--- src/rtl/dds_wave_gen.sv ---
// DDS waveform generator: phase accumulator feeding sine/square/triangle/saw shaping,
// then gain and saturating offset. Config updates land only on a period boundary.
module dds_wave_gen #(
    parameter int unsigned ACC_W  = 32,
    parameter int unsigned LUT_AW = 10,
    parameter int unsigned DATA_W = 8
) (
    input  logic              clk,
    input  logic              rst_n,
    input  logic              en,
    input  logic              cfg_valid,
    output logic              cfg_ready,
    input  logic [1:0]        cfg_wave,
    input  logic [ACC_W-1:0]  cfg_ftw,
    input  logic [ACC_W-1:0]  cfg_pow,
    input  logic [DATA_W-1:0] cfg_duty,
    input  logic [DATA_W-1:0] cfg_gain,
    input  logic [DATA_W-1:0] cfg_offset,
    output logic [LUT_AW-1:0] lut_addr,
    input  logic [DATA_W-1:0] lut_data,
    output logic [DATA_W-1:0] dout,
    output logic              dout_valid,
    output logic              sync
);

    localparam int unsigned PW = 2 * DATA_W;

    typedef struct packed {
        logic [1:0]        wave;
        logic [ACC_W-1:0]  ftw;
        logic [ACC_W-1:0]  pow;
        logic [DATA_W-1:0] duty;
        logic [DATA_W-1:0] gain;
        logic [DATA_W-1:0] offset;
    } cfg_t;

    // Per-sample snapshot of the shaping config, so an update never splits a sample.
    typedef struct packed {
        logic [1:0]        wave;
        logic [DATA_W-1:0] duty;
        logic [DATA_W-1:0] gain;
        logic [DATA_W-1:0] offset;
    } smp_cfg_t;

    localparam cfg_t CFG_RST = '{
        wave:   2'd0,
        ftw:    '0,
        pow:    '0,
        duty:   {1'b1, {(DATA_W-1){1'b0}}},
        gain:   '1,
        offset: '0
    };

    cfg_t              act_q, act_d, sh_q, sh_d;
    logic              pending_q, pending_d;
    logic              cfg_ready_q, cfg_ready_d;
    logic [ACC_W-1:0]  acc_q, acc_d;
    logic              wrap_q, wrap_d;
    logic [ACC_W-1:0]  ph1_q, ph1_d;
    logic              v1_q, v1_d, s1_q, s1_d;
    smp_cfg_t          c1_q, c1_d;
    logic [DATA_W-1:0] ph2_q, ph2_d;
    logic              v2_q, v2_d, s2_q, s2_d;
    smp_cfg_t          c2_q, c2_d;
    logic [DATA_W-1:0] raw_q, raw_d, gain3_q, gain3_d, off3_q, off3_d;
    logic              v3_q, v3_d, s3_q, s3_d;
    logic [DATA_W-1:0] scaled_q, scaled_d, off4_q, off4_d;
    logic              v4_q, v4_d, s4_q, s4_d;
    logic [DATA_W-1:0] dout_q, dout_d;
    logic              dout_valid_q, dout_valid_d, sync_q, sync_d;

    logic [ACC_W:0]    acc_sum;
    logic              capture, apply;
    logic [DATA_W-1:0] tri_v;
    logic [PW-1:0]     prod;
    logic [DATA_W:0]   out_sum;

    // Config handshake, accumulator and sample pipeline.
    always_comb begin
        act_d     = act_q;
        sh_d      = sh_q;
        pending_d = pending_q;
        acc_d     = acc_q;
        wrap_d    = 1'b0;
        ph1_d     = ph1_q;
        c1_d      = c1_q;

        acc_sum = (ACC_W+1)'(acc_q) + (ACC_W+1)'(act_q.ftw);
        capture = cfg_valid && !pending_q;
        apply   = pending_q && (!en || (act_q.ftw == '0) || acc_sum[ACC_W]);

        if (en) begin
            acc_d  = acc_sum[ACC_W-1:0];
            wrap_d = acc_sum[ACC_W];
            ph1_d  = acc_q + act_q.pow;
            c1_d   = '{wave: act_q.wave, duty: act_q.duty,
                       gain: act_q.gain, offset: act_q.offset};
        end
        v1_d = en;
        s1_d = en && (!v1_q || wrap_q);

        if (apply) begin
            act_d     = sh_q;
            pending_d = 1'b0;
        end else if (capture) begin
            sh_d      = '{wave: cfg_wave, ftw: cfg_ftw, pow: cfg_pow,
                          duty: cfg_duty, gain: cfg_gain, offset: cfg_offset};
            pending_d = 1'b1;
        end
        cfg_ready_d = !pending_d;

        ph2_d = DATA_W'(ph1_q >> (ACC_W - DATA_W));
        v2_d  = v1_q;
        s2_d  = s1_q;
        c2_d  = c1_q;

        // Triangle folds the upper half of the ramp back down.
        tri_v = {ph2_q[DATA_W-2:0], 1'b0};
        case (c2_q.wave)
            2'd0:    raw_d = lut_data;
            2'd1:    raw_d = (ph2_q < c2_q.duty) ? '1 : '0;
            2'd2:    raw_d = ph2_q[DATA_W-1] ? ~tri_v : tri_v;
            default: raw_d = ph2_q;
        endcase
        v3_d    = v2_q;
        s3_d    = s2_q;
        gain3_d = c2_q.gain;
        off3_d  = c2_q.offset;

        prod     = PW'(raw_q) * PW'(gain3_q) + PW'(raw_q);
        scaled_d = DATA_W'(prod >> DATA_W);
        v4_d     = v3_q;
        s4_d     = s3_q;
        off4_d   = off3_q;

        out_sum      = (DATA_W+1)'(scaled_q) + (DATA_W+1)'(off4_q);
        dout_d       = !v4_q ? '0 : (out_sum[DATA_W] ? '1 : out_sum[DATA_W-1:0]);
        dout_valid_d = v4_q;
        sync_d       = v4_q && s4_q;
    end

    always_ff @(posedge clk) begin
        if (!rst_n) begin
            act_q        <= CFG_RST;
            sh_q         <= CFG_RST;
            pending_q    <= 1'b0;
            cfg_ready_q  <= 1'b1;
            acc_q        <= '0;
            wrap_q       <= 1'b0;
            ph1_q        <= '0;
            v1_q         <= 1'b0;
            s1_q         <= 1'b0;
            c1_q         <= '0;
            ph2_q        <= '0;
            v2_q         <= 1'b0;
            s2_q         <= 1'b0;
            c2_q         <= '0;
            raw_q        <= '0;
            v3_q         <= 1'b0;
            s3_q         <= 1'b0;
            gain3_q      <= '0;
            off3_q       <= '0;
            scaled_q     <= '0;
            v4_q         <= 1'b0;
            s4_q         <= 1'b0;
            off4_q       <= '0;
            dout_q       <= '0;
            dout_valid_q <= 1'b0;
            sync_q       <= 1'b0;
        end else begin
            act_q        <= act_d;
            sh_q         <= sh_d;
            pending_q    <= pending_d;
            cfg_ready_q  <= cfg_ready_d;
            acc_q        <= acc_d;
            wrap_q       <= wrap_d;
            ph1_q        <= ph1_d;
            v1_q         <= v1_d;
            s1_q         <= s1_d;
            c1_q         <= c1_d;
            ph2_q        <= ph2_d;
            v2_q         <= v2_d;
            s2_q         <= s2_d;
            c2_q         <= c2_d;
            raw_q        <= raw_d;
            v3_q         <= v3_d;
            s3_q         <= s3_d;
            gain3_q      <= gain3_d;
            off3_q       <= off3_d;
            scaled_q     <= scaled_d;
            v4_q         <= v4_d;
            s4_q         <= s4_d;
            off4_q       <= off4_d;
            dout_q       <= dout_d;
            dout_valid_q <= dout_valid_d;
            sync_q       <= sync_d;
        end
    end

    assign cfg_ready  = cfg_ready_q;
    assign lut_addr   = LUT_AW'(ph1_q >> (ACC_W - LUT_AW));
    assign dout       = dout_q;
    assign dout_valid = dout_valid_q;
    assign sync       = sync_q;

endmodule

--- config.mk ---
export PLATFORM = sky130hd
export DESIGN_NAME = dds_wave_gen
export DESIGN_NICKNAME = d
export VERILOG_FILES = /design/src/rtl/dds_wave_gen.sv
export SDC_FILE = /design/constraint.sdc
export NUM_CORES = 1
export LEC_CHECK = 0
export BUFFER_PORTS_ARGS = -buffer_cell sky130_fd_sc_hd__buf_2
export CAP_MARGIN = 20
export CORE_MARGIN = 4
export CORE_UTILIZATION = 63
export CTS_BUF_LIST = sky130_fd_sc_hd__clkbuf_4
export DETAILED_ROUTE_END_ITERATION = 8
export PLACE_DENSITY_LB_ADDON = 0.3
export SLEW_MARGIN = 20
export SYNTH_ARGS = -nofsm -noshare
export SYNTH_HDL_FRONTEND = slang
export SYNTH_SLANG_ARGS = --single-unit
--- constraint.sdc ---
create_clock -name clk -period 6.38 [get_ports clk]
set_clock_uncertainty 0.2 [all_clocks]
set_input_delay 1.595 -clock clk [delete_from_list [all_inputs] [get_ports clk]]
set_output_delay 1.595 -clock clk [all_outputs]
set_load 0.005 [all_outputs]
# Word-level counts from Yosys, hierarchy flattened
# Cells that the tools add are included.
word_totals:
  reg_bits: 365
  out_inout_bits: 21
classes:
  addsub: 4
  n_mul: 1
  magnitude_cmp: 1
  n_eq_ne: 2
  mux: 6
  bitwise: 2
  reduce_logical: 16
op_table:
  columns: ["cell", "n"]
  rows:
  - ["32-bit by 32-bit adder with 33-bit output", 1]
  - ["32-bit adder", 1]
  - ["32-bit zero test", 1]
  - ["8-bit 2-to-1 mux", 3]
  - ["8-bit one-hot mux with 3 select lines", 1]
  - ["16-bit by 8-bit adder with 16-bit output", 1]
  - ["8-bit by 8-bit multiplier with 16-bit output", 1]
  - ["8-bit by 8-bit adder with 9-bit output", 1]
  - ["8-bit < comparator", 1]
  - ["8-bit NOT", 1]
  - ["2-bit AND reduction", 3]
  - ["1-bit logical AND", 4]
  - ["1-bit zero test", 4]
  - ["1-bit logical OR", 3]
  - ["2-bit by 1-bit equality test with 1-bit output (second input constant)", 1]
  - ["2-bit equality test (second input constant)", 1]
  - ["2-bit zero test", 1]
  - ["1-bit 2-to-1 mux", 2]
  - ["1-bit NOT", 1]

# Depth between registers and ports, before layout
logic_depth:
  depth_word: 6
  depth_mapped: 18
  depth_no_buf: 17

# Worst setup path after synthesis
# Ideal clock, no wire load.
synth_timing:
  path_kind: "flip-flop to flip-flop"
  from: "reg raw_q[5]"
  to: "reg scaled_q[7]"
  arrival_ps: 4424
  required_ps: 6048
  slack_ps: 1624
  path_stages_with_launch: 18
  n_path_buf: 1
  period_less_slack_ps: 4756
  cell_sequence: "dfxtp_1 -> clkbuf_1 -> nand2_1 -> fa_1 -> inv_1 -> fa_1 -> inv_1 -> fa_1 -> inv_1 -> fa_1 -> ha_1 -> a21o_1 -> a31o_2 -> a2111oi_0 -> nor3_1 -> o31ai_1 -> a21o_1 -> a21oi_1"
synth_via:
  elab_chain_len: 2
synth_rtl:
  columns: ["element", "line", "source"]
  rows:
  - ["from (decl)", "65", "logic [DATA_W-1:0] raw_q, raw_d, gain3_q, gain3_d, off3_q, off3_d;"]
  - ["from (signal assigned)", "185", "raw_q <= raw_d;"]
  - ["8-bit by 8-bit multiplier with 16-bit output", "130", "prod = PW'(raw_q) * PW'(gain3_q) + PW'(raw_q);"]
  - ["16-bit by 8-bit adder with 16-bit output *", "130", null]
  - ["to (signal assigned)", "190", "scaled_q <= scaled_d;"]
  - ["to (decl)", "67", "logic [DATA_W-1:0] scaled_q, scaled_d, off4_q, off4_d;"]
# Mark *: on every way between the ends. The rest lies on a longest branch, timed or not.
# A chain may end at the register's enable or synchronous reset.

# Worst setup path after layout
layout_timing:
  from: "reg raw_q[3]"
  to: "reg scaled_q[7]"
# Same word-level chain as after synthesis.

==> metrics.md <==
| Metric | Value |
|---|---|
| Insertion delay to the later sink of the worst-skew pair | `0.74 ns` |
| Combinational Power Share | `8.5%` |
| Yosys cell types | `63` |
| Vias in the first global route | `around 13k` |
| Net Count, Synth | `2199` |
| Total grt overflow | `0` |
| Share of the synthesized area in the top cell type | `41.3%` |
| Vias/cell | `5.63` |
| Routed length per instance | `approximately 16 um` |
| Kind of critical path | `reg2reg` |
| CORE AREA | `around 26000 um^2` |
| Post-route minimum period | `between 5 and 6 ns` |
| Fin util | `71.0%` |
| Area of the mapped netlist | `16600 um^2` |
| Area grow syn2layout | `10.9%` |
| H-tree depth | `3` |
| Final setup fails | `0` |
| Internal power | `0.00332 W` |
| VDD IR-drop max | `0.205 mV` |
| Top cells by count, synth | `dfxtp_1 (343), nand2_1 (338), a21oi_1 (154)` |
| First-pass GRT wire length | `around 65 mm` |
| Post-CTS sizing | `0` |
| Post-CTS setup buffer count | `0` |
| Post-DP HPWL | `27.4 mm` |
| Num Clock Sinks | `343` |
| Largest net degree at the start of global routing | `roughly 140` |
| Num ports | `roughly 120` |
| Slew margin rel. | `28.2%` |
| Crit-path cells | `nand2_1, fa_1, fa_1, inv_1, fa_1, fa_1, ha_1, a21o_1, a31o_2, a2111oi_0, nor3_1, o31ai_1, a21o_1, a21oi_1` |
| Deepest clock path buffer count | `3` |
| Die ar. | `29100 um^2` |
| Count leader, synth | `dfxtp_1` |
| Clk pin slew, worst setup/hold paths | `0.06 ns` |
| Initial drt markers | `roughly 1000` |
| Global placement routability congestion | `0.905` |
| Critical path capture point type | `register` |
| Critical Path Source Type | `register` |
| Arr. time, crit path | `approximately 6.0 ns` |
| Max Fclk | `about 180 MHz` |
| Multi-input gate area | `around 9000 um^2` |
| Critical-path top delay cell | `a2111oi_0` |
| Asr flop ratio synth | `0%` |
| Clock Tree Root | `clkbuf_4` |
| Switching share of total power | `26.8%` |
| Dominant cell type by area after synthesis | `dfxtp_1` |
| Peak fanout along the critical path | `9` |
| CP most frequent cell | `fa_1` |
| Detailed-route via count | `roughly 14k` |
| Setup TNS | `0 ns` |
| CTS tree | `built` |
| Run status | `finished clean` |
| Sequential-to-total area share from yosys stat | `41.3%` |
| ANT nets after route | `0` |
| Power per cell area | `about 250 nW/um^2` |
| Clock share of power | `41.2%` |
| DRT Pass-1 Iters | `5` |
| Fin nets | `2308` |
| Drc violations | `0` |
| Yosys reg bits | `343` |
| Mapped Cells | `1943` |
| Synthesized area per cell | `8.56 um^2` |
| Sequential cell area | `6870 um^2` |
| Hold buffers post-CTS | `0` |
| RSZ-0062 raised after global routing | `no` |
| Hold crit path type | `reg2reg` |
| Gr usage total | `27.0%` |
| Number of synthesized flops with an enable pin | `0` |
| Leakage | `about 8.2 nW` |
| Synth warnings | `0` |
| Final number of hold-violating endpoints | `0` |
| Initial antenna violation count | `1` |
| Die Span Y | `approximately 170 um` |
| MaxCap Viol Count | `0` |
| Flop pwr share | `50.3%` |
| Slew @ Worst Pin | `roughly 1.1 ns` |
| Total wire length | `39.2 mm` |
| Filler cell count | `~2.1k` |
| PortBufs | `122` |
| Main synth FF type | `dfxtp_1` |
| Layout cells sized above 1 | `13.4%` |
| Worst Path Required | `6.74 ns` |
| Switching pwr | `around 0.0012 W` |
| Initial Util | `roughly 64%` |
| Fin crit share | `88.6%` |
| Max Slew Vio Count | `0` |
| CP peak stage delay | `0.89 ns` |
| Die Wd | `171 um` |
| Clock buffer count from CTS | `86` |
| Synth top area cells | `dfxtp_1 (41%), ha_1 (8.2%), nand2_1 (7.6%)` |
| # rows | `59` |
[layout make-up]
| cell class | instances | share of cell area (%) |
|---|---|---|
| diodes | 1 | 0.0136 |
| repair buffers | 130 | 3.75 |
| clock buffers | 125 | 5.08 |
| inverters | 85 | 1.74 |
| clock inverters | 33 | 1.04 |
| multi-input cells | 1406 | 48.9 |
| flip-flops and latches | 343 | 37.2 |
| well taps | 335 | 2.27 |
[metrics by stage]
step | hold slack (ns) | instance area [um^2] | setup slack [ns] | instances | power (W)
after floorplan | 0.199 | 16600 | 1.62 | 1943 | 0.00259
after global placement | 0.208 | 17300 | 0.991 | 2299 | 0.00270
after detailed placement | 0.219 | 17300 | 0.842 | 2299 | 0.00271
after CTS | 0.174 | 18500 | 0.846 | 2457 | 0.00458
after global routing | 0.192 | 18500 | 0.491 | 2458 | 0.00476
final | 0.191 | 18500 | 0.724 | 2458 | 0.00454
[layout by cell type (no fill, tap or decap), types with 7 or more instances in the layout]
cell type  synthesis  layout
dfxtp_1          343     343
nand2_1          338     338
a21oi_1          154     154
o21ai_0          140     140
clkbuf_4           0     125
nand3_1          120     120
buf_2             10     120
ha_1             109     109
and2_1           105     105
nor2_1            92      92
inv_1             84      83
mux2i_1           53      53
fa_1              45      45
xnor2_1           28      28
a21o_1            26      26
clkinv_1           1      19
nand4_1           14      14
a211oi_1          14      14
o211ai_1          13      13
nor3_1            12      12
xor2_1            12      12
a31oi_1           11      11
nand3b_1          11      11
nand2b_1          11      10
nor4_1            10      10
o21bai_1           9       9
nor2b_1           10       9
o21a_1             8       8
clkinv_2           0       8
buf_4              0       8
o31ai_1            7       7
[cell families (layout without fill, tap and decap cells)]
family,Yosys count,after routing,share of synthesized area [%]
mux,53,53,3.19
buf+inv,194,373,4.59
xor+xnor,40,40,2.11
compound gates,414,414,14.4
fa+ha+maj,154,154,13.6
flops,343,343,41.3
simple gates,745,745,20.8
other cells,0,1,0
[critical path, delay by kind of cell (launching register included)]
family	cells	cell delay [ns]
adders and majority gates	5	2.33
AOI/OAI and AO/OA	6	2.00
DFF	1	0.54
and+or+nand+nor	2	0.38
buffers and inverters	1	0.06
[state kept, by name, indices dropped and copies added, names as in the netlist, 10 cells and up]
signal / cells
ph1_q: 10
acc_q: 32
act_q: 90
sh_q: 90
c2_q: 10
c1_q: 26
[final timing paths]
| check | from | end | slack [ns] | cells after the start |
|---|---|---|---|---|
| worst max-delay path | raw_q[3]$_SDFF_PN0_ | scaled_q[7]$_SDFF_PN0_ | 0.72 | 14 |
| worst min register to register | v1_q$_SDFF_PN0_ | s1_q$_SDFF_PN0_ | 0.19 | 1 |
| worst max register to register | raw_q[3]$_SDFF_PN0_ | scaled_q[7]$_SDFF_PN0_ | 0.72 | 14 |
| worst min-delay path | v1_q$_SDFF_PN0_ | s1_q$_SDFF_PN0_ | 0.19 | 1 |
[power groups by stage]
stage / sequential (W) / clock [W] / combinational (W)
after floorplan: 0.00230 / 0 / 0.000286
after global placement: 0.00233 / 0 / 0.000370
after detailed placement: 0.00233 / 0 / 0.000382
after CTS: 0.00228 / 0.00191 / 0.000384
after global routing: 0.00229 / 0.00204 / 0.000435
final: 0.00228 / 0.00187 / 0.000384
[layer usage]
metal,track usage [%],part of all wire (%),vias to the layer above
met5,0,0,-
met4,9.17,2.1,0
met3,6.03,7.3,68
met2,40.3,43,428
met1,39.0,48,6462
li1,-,-,6891
Note: power is estimated with default switching activity, not from simulation.
